--- config.mk ---
export PLATFORM = sky130hd
export DESIGN_NAME = west_feeder
export DESIGN_NICKNAME = d
export VERILOG_FILES = /design/src/rtl/west_feeder.sv
export SDC_FILE = /design/constraint.sdc
export NUM_CORES = 1
export LEC_CHECK = 0
export ABC_CLOCK_PERIOD_IN_PS = 4650
export BUFFER_PORTS_ARGS = -buffer_cell sky130_fd_sc_hd__buf_2
export CAP_MARGIN = 15
export CORE_ASPECT_RATIO = 1.1
export CORE_MARGIN = 4
export CORE_UTILIZATION = 31
export CTS_CLUSTER_DIAMETER = 80
export CTS_CLUSTER_SIZE = 25
export DETAILED_ROUTE_END_ITERATION = 10
export SYNTH_ARGS = -nofsm -noshare
export SYNTH_HDL_FRONTEND = slang
export SYNTH_SLANG_ARGS = --single-unit
export TNS_END_PERCENT = 1
--- constraint.sdc ---
create_clock -name clk -period 4.65 [get_ports clk]
set_input_delay 0.2325 -clock clk [delete_from_list [all_inputs] [get_ports clk]]
set_output_delay 0.2325 -clock clk [all_outputs]
set_load 0.05 [all_outputs]
--- src/rtl/west_feeder.sv ---
// west_feeder: west-edge issue logic for one MAC-tile row (word FIFO + load/exec sequencer).
// Defining WEST_FEEDER_STALL_CNT_EN adds the saturating stall_cnt output.
module west_feeder #(
  parameter int bw     = 4,
  parameter int col    = 8,
  parameter int depth  = 16,
  parameter int len_bw = 8
) (
  input  logic              clk,
  input  logic              reset,
  input  logic [bw-1:0]     in,
  input  logic              wr,
  output logic              full,
  output logic              empty,
  input  logic              cmd_load,
  input  logic              cmd_exec,
  input  logic [len_bw-1:0] exec_len,
  output logic [bw-1:0]     out_e,
  output logic [1:0]        inst_e,
  output logic              busy,
  output logic              done,
  output logic              kernel_loaded,
`ifdef WEST_FEEDER_STALL_CNT_EN
  output logic [15:0]       stall_cnt,
  output logic              err
`else
  output logic              err
`endif
);

  // state   | meaning
  // IDLE    | waiting for cmd_load / cmd_exec
  // LOAD    | issuing col weights (inst 01)
  // EXEC    | issuing exec_len activations (inst 10)
  // DRAIN   | col cycles of inst 00 so the row quiesces before done

  localparam int AW = $clog2(depth);
  localparam int CW = (len_bw > $clog2(col + 1)) ? len_bw : $clog2(col + 1);
  localparam logic [CW-1:0] COL_C = CW'(col);

  typedef enum logic [1:0] {S_IDLE, S_LOAD, S_EXEC, S_DRAIN} state_t;

  state_t              r_state, w_state_nxt;
  logic [CW-1:0]       r_cnt, w_cnt_nxt, w_cnt_inc, w_len_ext;
  logic [len_bw-1:0]   r_len, w_len_nxt;
  logic                r_was_load, w_was_load_nxt;
  logic [bw-1:0]       r_mem [depth];
  logic [AW:0]         r_wptr, r_rptr, w_wptr_nxt, w_rptr_nxt;
  logic                r_full, r_empty;
  logic [bw-1:0]       r_out_e;
  logic [1:0]          r_inst_e;
  logic                r_done, r_kl, r_err;
  logic                w_push, w_pop;
  logic                w_done_nxt, w_kl_set, w_err_set;

  assign w_push     = wr & ~r_full;
  assign w_pop      = ((r_state == S_LOAD) || (r_state == S_EXEC)) && !r_empty;
  assign w_wptr_nxt = r_wptr + {{AW{1'b0}}, w_push};
  assign w_rptr_nxt = r_rptr + {{AW{1'b0}}, w_pop};
  assign w_cnt_inc  = r_cnt + CW'(1);
  assign w_len_ext  = CW'(r_len);

  // Storage carries no reset; flushing is done by clearing the pointers.
  always_ff @(posedge clk) begin
    if (w_push) r_mem[r_wptr[AW-1:0]] <= in;
  end

  always_ff @(posedge clk or posedge reset) begin
    if (reset) begin
      r_wptr  <= '0;
      r_rptr  <= '0;
      r_full  <= 1'b0;
      r_empty <= 1'b1;
    end else begin
      r_wptr  <= w_wptr_nxt;
      r_rptr  <= w_rptr_nxt;
      r_full  <= (w_wptr_nxt[AW] != w_rptr_nxt[AW]) &&
                 (w_wptr_nxt[AW-1:0] == w_rptr_nxt[AW-1:0]);
      r_empty <= (w_wptr_nxt == w_rptr_nxt);
    end
  end

  always_comb begin
    w_state_nxt    = r_state;
    w_cnt_nxt      = r_cnt;
    w_len_nxt      = r_len;
    w_was_load_nxt = r_was_load;
    w_done_nxt     = 1'b0;
    w_kl_set       = 1'b0;
    w_err_set      = wr & r_full;
    case (r_state)
      S_IDLE: begin
        if (cmd_load) begin
          if (cmd_exec) w_err_set = 1'b1;
          if (r_kl) begin
            w_err_set = 1'b1;
          end else begin
            w_state_nxt    = S_LOAD;
            w_cnt_nxt      = '0;
            w_was_load_nxt = 1'b1;
          end
        end else if (cmd_exec) begin
          w_cnt_nxt      = '0;
          w_len_nxt      = exec_len;
          w_was_load_nxt = 1'b0;
          if (exec_len == '0) w_done_nxt  = 1'b1;
          else                w_state_nxt = S_EXEC;
        end
      end
      S_LOAD: begin
        if (cmd_load || cmd_exec) w_err_set = 1'b1;
        if (w_pop) begin
          if (w_cnt_inc == COL_C) begin
            w_state_nxt = S_DRAIN;
            w_cnt_nxt   = '0;
          end else begin
            w_cnt_nxt = w_cnt_inc;
          end
        end
      end
      S_EXEC: begin
        if (cmd_load || cmd_exec) w_err_set = 1'b1;
        if (w_pop) begin
          if (w_cnt_inc == w_len_ext) begin
            w_state_nxt = S_DRAIN;
            w_cnt_nxt   = '0;
          end else begin
            w_cnt_nxt = w_cnt_inc;
          end
        end
      end
      S_DRAIN: begin
        if (cmd_load || cmd_exec) w_err_set = 1'b1;
        if (w_cnt_inc == COL_C) begin
          w_state_nxt = S_IDLE;
          w_cnt_nxt   = '0;
          w_done_nxt  = 1'b1;
          w_kl_set    = r_was_load;
        end else begin
          w_cnt_nxt = w_cnt_inc;
        end
      end
      default: w_state_nxt = S_IDLE;
    endcase
  end

  always_ff @(posedge clk or posedge reset) begin
    if (reset) begin
      r_state    <= S_IDLE;
      r_cnt      <= '0;
      r_len      <= '0;
      r_was_load <= 1'b0;
      r_out_e    <= '0;
      r_inst_e   <= 2'b00;
      r_done     <= 1'b0;
      r_kl       <= 1'b0;
      r_err      <= 1'b0;
    end else begin
      r_state    <= w_state_nxt;
      r_cnt      <= w_cnt_nxt;
      r_len      <= w_len_nxt;
      r_was_load <= w_was_load_nxt;
      r_done     <= w_done_nxt;
      if (w_kl_set)  r_kl  <= 1'b1;
      if (w_err_set) r_err <= 1'b1;
      // out_e only moves on an issued word; bubbles keep the last value
      if (w_pop) begin
        r_out_e  <= r_mem[r_rptr[AW-1:0]];
        r_inst_e <= (r_state == S_LOAD) ? 2'b01 : 2'b10;
      end else begin
        r_inst_e <= 2'b00;
      end
    end
  end

`ifdef WEST_FEEDER_STALL_CNT_EN
  logic        w_accept, w_stalled;
  logic [15:0] r_stall_cnt;

  assign w_accept  = (r_state == S_IDLE) && ((cmd_load && !r_kl) || (!cmd_load && cmd_exec));
  assign w_stalled = ((r_state == S_LOAD) || (r_state == S_EXEC)) && r_empty;

  always_ff @(posedge clk or posedge reset) begin
    if (reset)                                      r_stall_cnt <= '0;
    else if (w_accept)                              r_stall_cnt <= '0;
    else if (w_stalled && (r_stall_cnt != 16'hFFFF)) r_stall_cnt <= r_stall_cnt + 16'd1;
  end

  assign stall_cnt = r_stall_cnt;
`endif

  assign full          = r_full;
  assign empty         = r_empty;
  assign out_e         = r_out_e;
  assign inst_e        = r_inst_e;
  assign busy          = (r_state != S_IDLE);
  assign done          = r_done;
  assign kernel_loaded = r_kl;
  assign err           = r_err;

endmodule
==> results_dict.tcl <==
set metrics [dict create \
    drive_gt1_frac 0.247 \
    synth_nets 366 \
    syn_inst 338 \
    initial_core_util 0.317 \
    crit_chain "ha_1 > nand3_1 > nor3_1 > a31oi_1 > o41a_1 > or3_1 > a211oi_4 > mux2_4" \
    clk_pin_slew_ns 0.07 \
    grt_max_degree 41 \
    reg2regPathDepth 8 \
    setup_viol 0 \
    critPathKind "reg2reg" \
    nFillCells 1480 \
    cp-endpoint "r_state[0]" \
    cts_resized 0 \
    worstSetupStartpoint "r_cnt[0]" \
    min_path_type "in2async" \
    synth_top_area_frac 0.403 \
    core-area_mm2 0.0151 \
    hold_viol 0 \
    seq_area_frac_synth 0.613 \
    finalMaxSlewViolations 0 \
    synth_top_cell_by_area "edfxtp_1" \
    async_flop_share 0.385 \
    startpoint_type "flop" \
    worst_pin_slew_ns 0.911 \
    rrSetupSlack_ns 1.58 \
    setup-tns-final_ns 0 \
    slew-limit-headroom 0.384 \
    dpl.cell_count 548 \
    synthAdderAreaFrac 0.0288 \
    antenna_found_initial 0 \
    synth_compound_area_frac 0.0530 \
    dieWidth_um 126 \
    yosys.area_share.simple 0.123 \
    clock-sinks 104 \
    post_dp_cell_area_mm2 0.00507 \
    viasPerCell 4.94 \
    place.port_buffers 28 \
    crit_path_max_incr_delay_ns 0.51 \
    synth_seq_cells 104 \
    yosysWarnings 0 \
    cts_hold_buffers 0 \
    clk_latency_ns 0.34 \
    fin_nets 392 \
    path_max_fanout 11 \
    final_area_mm2 0.00538 \
    arrival_ns 3.29 \
    finClkSkew_ns 0.00441 \
    power_density_mw_per_mm2 655 \
    synth_top_family_by_area "simple AND/OR/NAND/NOR gates" \
    drcViolationCount 0 \
    antenna_left 0 \
    clk_path_buf_depth 2 \
    power.leakage_nw 2.01 \
    numCtsBuffers 9 \
    critPathCaptureType "flop" \
    wl_um 8980 \
    ys_types 54 \
    cts_tree "done" \
    grt_util_all_layers 0.106 \
    finalNonFillerCells 565 \
    worstPathRequired_ns 4.87 \
    netlist_area_mm2 0.00477 \
    row_count 47 \
    ys_top_cells_by_area "edfxtp_1 40%, dfrtp_1 20%, mux4_2 9.4%" \
    worst_slack_ns 1.58 \
    status "finished clean" \
    avgSynthCellArea_um2 14.1 \
    r2r-end "r_state[0]" \
    irDropWorstVdd_v 0.000309 \
    die_area_mm2 0.0174 \
    grt_pass1_wl_um 14800 \
    grt-ovfl-total 0 \
    areaGrowthSynthToFinish_pct 12.7 \
    drt_iter0_drc 205 \
    synth-edff-count 64 \
    dr.pass1.iters 4 \
    synth-main-ff-cell "edfxtp_1" \
    dpl.hpwl_um 6540 \
    antenna_cells 0 \
    htreeDepth 3 \
    num_vias 2789 \
    post_cts.repair.setup_buffers 0 \
    die_h_um 138 \
    ios 29 \
    power.total_w 0.00352 \
    preCtsSetupSlack_ns 1.63 \
    muxShareOfSynthArea 0.119 \
    grt_pass1_vias 2813 \
    crit_slowest_cell "or3_1" \
    cts_root_buf "clkbuf_16" \
    period_share 0.661 \
    timing.fmax_mhz 325 \
    synth_xor_area_frac 0.0367 \
    wire_per_inst_um 15.9 \
    rsz0062_at_grt "false" \
    gp_congestion 0.830 \
    cap_violations 0 \
    r2r_start "r_cnt[0]" \
    fin_crit_ns 3.07 \
]
[placed cells by master, fill, tap and decap left out, types with 10 or more instances in the layout]
cell type / Yosys / final
edfxtp_1: 64 / 64
dfrtp_1: 39 / 39
nand2_1: 32 / 32
buf_2: 3 / 28
nor2_1: 21 / 21
mux4_2: 20 / 20
nand3_1: 13 / 13
ha_1: 11 / 11
nor3_1: 10 / 10
xnor2_1: 10 / 10
xor2_1: 10 / 10
[critical path, delay by kind of cell, from the launching register on]
family                   cells  cell delay [ns]
flip-flops                   1             0.47
AO/OA/AOI/OAI                3             0.68
adder cells (fa/ha/maj)      1             0.40
AND/OR/NAND/NOR              3             1.07
multiplexers                 1             0.33
[cells by family (layout without fill, tap and decap cells)]
kind of cell               count (synthesis)  count (layout)
xor gates and xnor gates                  20              20
adders and majority gates                 11              11
and+or+nand+nor                          114             114
AOI/OAI and AO/OA                         35              35
buffers and inverters                     24              55
muxes                                     30              30
DFF                                      104             104
[routing by layer]
layer,track usage,wire length [µm],part of all wire,vias to the layer above
li1,-,-,-,1314
met4,0.0248,83,0.0092,0
met3,0.0266,392,0.044,10
met5,0,0,0,-
met2,0.176,4550,0.51,60
met1,0.140,3960,0.44,1405
[sequential cells by signal (all words and copies together), names as in the netlist]
register and flops:
r_mem 64, r_cnt 8, r_len 8, r_rptr 5
r_wptr 5, out_e 4, inst_e 2, r_state 2
done 1, empty 1, err 1, full 1
kernel_loaded 1, r_was_load 1
[cells in the mapped netlist (all sizes together), types with 2 or more instances]
cell,count
a22o,3
a21o,2
a31oi,3
xnor2,10
nor4b,2
mux4,20
dfrtp,39
nand4,3
and2,4
nand3b,2
or4,5
inv,9
ha,11
clkbuf,7
or3,6
buf,8
xor2,10
o21ai,7
nand2,33
nor3,10
nor2b,4
a31o,2
edfxtp,64
or2b,2
a21oi,9
nand3,13
nand2b,3
mux2,9
nor2,21
and3,3
[power by group]
| part | total [W] | switching (W) | internal, W |
|---|---|---|---|
| Clock | 0.000705 | 0.000337 | 0.000368 |
| Combinational | 0.00137 | 0.000723 | 0.000651 |
| Sequential | 0.00144 | 0.000255 | 0.00119 |
[metrics by stage]
step                utilization  hold WS (ns)
finish                    0.357      0.000457
global route              0.357        0.0667
CTS                       0.355        0.0160
detailed placement        0.337         0.389
global placement          0.337         0.387
floorplan                     -         0.331
[layout make-up]
cell class                 instances  area, µm²  share of cell area
clock buffer                       9        225              0.0419
timing repair buffer              30        175              0.0326
sequential                       104       2920               0.544
tap                              196        245              0.0456
inverter                           9       33.8             0.00628
multi-input combinational        210       1720               0.320
clock inverter                     7       52.6             0.00977
[worst min-delay path by stage]
stage | to | cells past startpoint | startpoint | slack, ns
6_report | r_len[5] | 3 | reset | 0.0005
5_1_grt | r_len[3] | 3 | reset | 0.07
4_1_cts | r_len[3] | 3 | reset | 0.02
3_5_place_dp | r_len[3] | 3 | reset | 0.39
3_3_place_gp | r_len[5] | 3 | reset | 0.39
2_1_floorplan | r_mem[0][0] | 0 | in[0] | 0.33
No activity file was read; power rests on OpenSTA's default activity.
